[src/rtl/alu_ctrl_pkg.sv]
// Shared encodings for the ALU sequencing controller: FSM state codes and ALU opcodes.
package alu_ctrl_pkg;

  localparam logic [3:0] S_IDLE      = 4'd0;
  localparam logic [3:0] S_INIT      = 4'd1;
  localparam logic [3:0] S_ALU1      = 4'd2;
  localparam logic [3:0] S_MUL_ADD   = 4'd3;
  localparam logic [3:0] S_MUL_SHIFT = 4'd4;
  localparam logic [3:0] S_DIV_SHIFT = 4'd5;
  localparam logic [3:0] S_DIV_SUB   = 4'd6;
  localparam logic [3:0] S_DIV_TEST  = 4'd7;
  localparam logic [3:0] S_FINISH    = 4'd8;

  localparam logic [1:0] OP_ADD = 2'b00;
  localparam logic [1:0] OP_SUB = 2'b01;
  localparam logic [1:0] OP_MUL = 2'b10;
  localparam logic [1:0] OP_DIV = 2'b11;

  typedef enum logic [3:0] {
    IDLE      = S_IDLE,
    INIT      = S_INIT,
    ALU1      = S_ALU1,
    MUL_ADD   = S_MUL_ADD,
    MUL_SHIFT = S_MUL_SHIFT,
    DIV_SHIFT = S_DIV_SHIFT,
    DIV_SUB   = S_DIV_SUB,
    DIV_TEST  = S_DIV_TEST,
    FINISH    = S_FINISH
  } state_t;

endpackage

[src/rtl/alu_seq_ctrl.sv]
// Multi-cycle sequencer for the 8-bit ALU: single-cycle ADD/SUB, shift-and-add MUL,
// restoring DIV. Drives the sibling iteration counter and the A/Q/M register strobes.
module alu_seq_ctrl
  import alu_ctrl_pkg::*;
#(
  parameter int CNT_W = 3,
  parameter int LAST  = 7
) (
  input  logic             CLK,
  input  logic             RST,
  input  logic             START,
  input  logic [1:0]       OP,
  input  logic [CNT_W-1:0] CNT_OUT,
  input  logic             Q0,
  input  logic             A_SIGN,
  output logic             CNT,
  output logic             CNT_CLR,
  output logic             LD,
  output logic             ADD_EN,
  output logic             SUB_EN,
  output logic             SHIFT,
  output logic             SHIFT_L,
  output logic             SET_Q0,
  output logic             RESTORE,
  output logic             BUSY,
  output logic             DONE
);

  localparam logic [CNT_W-1:0] LAST_V = CNT_W'(LAST);

  state_t     state, next;
  logic [1:0] op_r;
  logic       last_iter;

  // The counter advances on the same edge we test it, so LAST here means "this is the 8th pass".
  assign last_iter = (CNT_OUT == LAST_V);

  always_ff @(posedge CLK or posedge RST) begin
    if (RST) begin
      state <= IDLE;
      op_r  <= OP_ADD;
    end else begin
      state <= next;
      if (state == IDLE && START) op_r <= OP;
    end
  end

  always_comb begin
    next    = state;
    CNT     = 1'b0;
    CNT_CLR = 1'b0;
    LD      = 1'b0;
    ADD_EN  = 1'b0;
    SUB_EN  = 1'b0;
    SHIFT   = 1'b0;
    SHIFT_L = 1'b0;
    SET_Q0  = 1'b0;
    RESTORE = 1'b0;
    BUSY    = 1'b0;
    DONE    = 1'b0;
    case (state)
      IDLE: if (START) next = INIT;
      INIT: begin
        LD      = 1'b1;
        CNT_CLR = 1'b1;
        BUSY    = 1'b1;
        case (op_r)
          OP_MUL:  next = MUL_ADD;
          OP_DIV:  next = DIV_SHIFT;
          default: next = ALU1;
        endcase
      end
      ALU1: begin
        ADD_EN = (op_r == OP_ADD);
        SUB_EN = (op_r == OP_SUB);
        BUSY   = 1'b1;
        next   = FINISH;
      end
      MUL_ADD: begin
        ADD_EN = Q0;
        BUSY   = 1'b1;
        next   = MUL_SHIFT;
      end
      MUL_SHIFT: begin
        SHIFT = 1'b1;
        CNT   = 1'b1;
        BUSY  = 1'b1;
        next  = last_iter ? FINISH : MUL_ADD;
      end
      DIV_SHIFT: begin
        SHIFT   = 1'b1;
        SHIFT_L = 1'b1;
        BUSY    = 1'b1;
        next    = DIV_SUB;
      end
      DIV_SUB: begin
        SUB_EN = 1'b1;
        BUSY   = 1'b1;
        next   = DIV_TEST;
      end
      DIV_TEST: begin
        // Negative trial remainder: undo the subtract; otherwise the quotient bit is 1.
        RESTORE = A_SIGN;
        SET_Q0  = ~A_SIGN;
        CNT     = 1'b1;
        BUSY    = 1'b1;
        next    = last_iter ? FINISH : DIV_SHIFT;
      end
      FINISH: begin
        DONE = 1'b1;
        next = IDLE;
      end
      default: next = IDLE;
    endcase
  end

endmodule

[config.mk]
export PLATFORM = sky130hd
export DESIGN_NAME = alu_seq_ctrl
export DESIGN_NICKNAME = d
export VERILOG_FILES = /design/src/rtl/alu_ctrl_pkg.sv /design/src/rtl/alu_seq_ctrl.sv
export SDC_FILE = /design/constraint.sdc
export NUM_CORES = 1
export LEC_CHECK = 0
export CAP_MARGIN = 40
export CORE_AREA = 2 2 39 41
export DETAILED_ROUTE_END_ITERATION = 6
export DIE_AREA = 0 0 41 43
export PLACE_DENSITY = 0.81
export SYNTH_ARGS = -nofsm -noshare
export SYNTH_HDL_FRONTEND = slang
export SYNTH_SLANG_ARGS = --single-unit
[constraint.sdc]
create_clock -name CLK -period 1.6 [get_ports CLK]
set_input_delay 0.32 -clock CLK [delete_from_list [all_inputs] [get_ports CLK]]
set_output_delay 0.32 -clock CLK [all_outputs]
set_load 0.02 [all_outputs]
==> out/qor.yml <==
critical_path:
  worstSetupStartpointType: "flop"
  path_max_fanout: 3
  crit_end: "CNT"
  ff2ff_setup_slack_ns: 0.13
  worstSetupPathType: "reg2out"
  end_kind: "output pin"
  crit_start: "state[0]"
  worst-r2r-cell-count: 5
  r2r_end: "op_r[0]"
  critPathRequiredTime_ns: 1.28
  rr_startpoint: "state[0]"
  worstPathArrival_ns: 1.32
timing:
  tightest_slew_ns: 0.308
  fin_crit_ns: 1.64
  final_max_slew_viol_count: 0
  skew_ns: 0.0123
  hold_viol: 0
  clock.fmax_mhz: 609
  final.setup.worst_slack_ns: -0.0419
  slew_headroom_pct: 79.4
  setup_viol: 4
  grt_setup_unrepaired: "true"
  finalCritPeriodShare_pct: 103
die:
  initial_core_util_pct: 34.8
  num_io_pins: 21
  num_rows: 14
  die_area_um2: 1760
  die_h_um: 43
  core_um2: 1380
  die_x_um: 41
yosys:
  synthCells: 58
  syn-cell-area_um2: 482
  syn_avg_cell_area_um2: 8.31
  ys_ff_latch: 6
  synth-seq-area-share_pct: 31.2
  synthDistinctLibCells: 26
  syn_nets: 68
  ys.warnings.count: 0
clocking:
  insertion_delay_ns: 0.25
  numCtsBuffers: 3
  clk_path_buf_depth: 2
  root_buffer: "clkbuf_4"
  clock_sinks: 6
  cts_hold_repair.buffers: 0
  htreeDepth: 1
  cts_tree: "yes"
  path_clk_slew_ns: 0.05
pwr:
  powerDensity_nw_per_um2: 1910
  peakVddDrop_mv: 1.03
  leakage_nw: 0.423
  total_power_mw: 1.71
finish:
  final_util_pct: 64.8
  multi_input_area_um2: 330
  final_cell_mix: "28 x buf_4, 9 x clkdlybuf4s50_1, 6 x nor3_2"
  design_area_um2: 897
  areaGrowthSynthToFinish_pct: 86.2
  fillers: 113
  nNetsFinal: 110
  diodes: 0
  seq_area_um2: 154
  layout_commonest_cell: "buf_4"
  layout-drive-gt1-share_pct: 57.1
routing:
  drtPass1Iterations: 3
  vias: 551
  drtIter0Drc: 21
  drc_errors: 0
  wire_per_inst_um: 12.8
  vias_per_cell: 4.83
  drt_wl_total_mm: 1.46
  ant_nets: 0
place:
  dpl_cell_area_um2: 792
  port_buffers: 20
  place.gp.congestion: 0.843
  place_hpwl_mm: 1.05
run_status:
  status: "finished, violations left"
  violations: "negative setup slack"
grt:
  grt_max_degree: 10
  grt_pass1_wl_mm: 2.30
  antenna_found_initial: 0
  grt_overflow_total: 0
  grt_pass1_vias: 557
  grt_use_total_pct: 19.1
run:
  cap_violations: 0
worst_hold_path:
  min_path_type: "in2async"
per-layer routing:
metal / wire length, um / global-route usage, %
met1: 622 / 25.2
met2: 792 / 29.7
met3: 43 / 6.28
met4: 0 / 4.00
met5: 0 / 0
cell type report:
type / instances / area share [%]
Timing Repair Buffer: 43 / 39.6
Multi-Input combinational cell: 42 / 36.8
Sequential cell: 6 / 17.2
Clock buffer: 3 / 2.51
Tap cell: 16 / 2.23
Inverter: 4 / 1.67
critical path, stage by stage, from the launching register on:
cell and delay, ns:
dfrtp_2 0.43, buf_6 0.13, xor2_1 0.14, nor3b_2 0.21, buf_4 0.17
synth_stat cells:
cell type | n | area (um2)
a2111oi_2 | 1 | 15.0
a21o_1 | 1 | 7.51
a21oi_1 | 5 | 25.0
a22o_1 | 1 | 8.76
and2_1 | 1 | 6.26
buf_2 | 1 | 5.00
buf_4 | 2 | 15.0
buf_6 | 2 | 22.5
clkbuf_2 | 1 | 5.00
dfrtp_1 | 6 | 150
inv_1 | 4 | 15.0
mux2_1 | 2 | 22.5
nand2_1 | 2 | 7.51
nand2b_1 | 3 | 18.8
nand3_1 | 1 | 5.00
nand3b_2 | 1 | 11.3
nand4_1 | 1 | 6.26
nor2_1 | 6 | 22.5
nor3_1 | 9 | 45.0
nor3_4 | 1 | 16.3
nor3b_1 | 1 | 7.51
nor4_1 | 2 | 12.5
o2bb2ai_1 | 1 | 8.76
or2b_1 | 1 | 7.51
or3_1 | 1 | 6.26
xor2_1 | 1 | 8.76
where the power goes:
part,total (mW),switching (mW),internal [mW]
Combinational,1.25,0.581,0.664
Sequential,0.327,0.0984,0.229
Clock,0.142,0.0571,0.0850
what timing repair did:
action,4_1_cts,5_1_grt
pin swaps,2,4
setup buffers,0,6
endpoints found under the hold margin,0,0
cloned,0,0
endpoints found under the setup margin,11,11
resized for setup,56,20
logic make-up after synthesis:
kind of cell | Yosys count | share of synthesized area (%)
flip-flops | 6 | 31.2
AND/OR/NAND/NOR | 30 | 35.8
AO/OA/AOI/OAI | 9 | 13.5
multiplexers | 2 | 4.67
buffers and inverters | 10 | 13.0
XOR/XNOR | 1 | 1.82
per-stage QoR:
step / setup slack (ns) / instances / setup TNS (ns) / hold slack [ns]
global route: -0.0982 / 114 / -0.513 / 0.286
CTS: -0.0405 / 108 / -0.0663 / 0.292
detailed placement: -0.369 / 105 / -2.66 / 0.553
global placement: -0.349 / 105 / -2.42 / 0.550
floorplan: 0.0252 / 58 / 0 / 0.111
finish: -0.0419 / 114 / -0.0794 / 0.285
registers in the layout, summed over array words and instances (netlist names):
name	cells
op_r	2
state	4
worst min path at each step:
stage / start / endpoint / slack, ns / depth (start not counted)
6_report: RST / state[3] / 0.29 / 2
3_5_place_dp: RST / state[3] / 0.55 / 2
3_3_place_gp: RST / state[3] / 0.55 / 2
5_1_grt: RST / state[3] / 0.29 / 2
2_1_floorplan: RST / op_r[0] / 0.11 / 1
4_1_cts: RST / state[3] / 0.29 / 2
No activity file was read; power rests on OpenSTA's default activity.
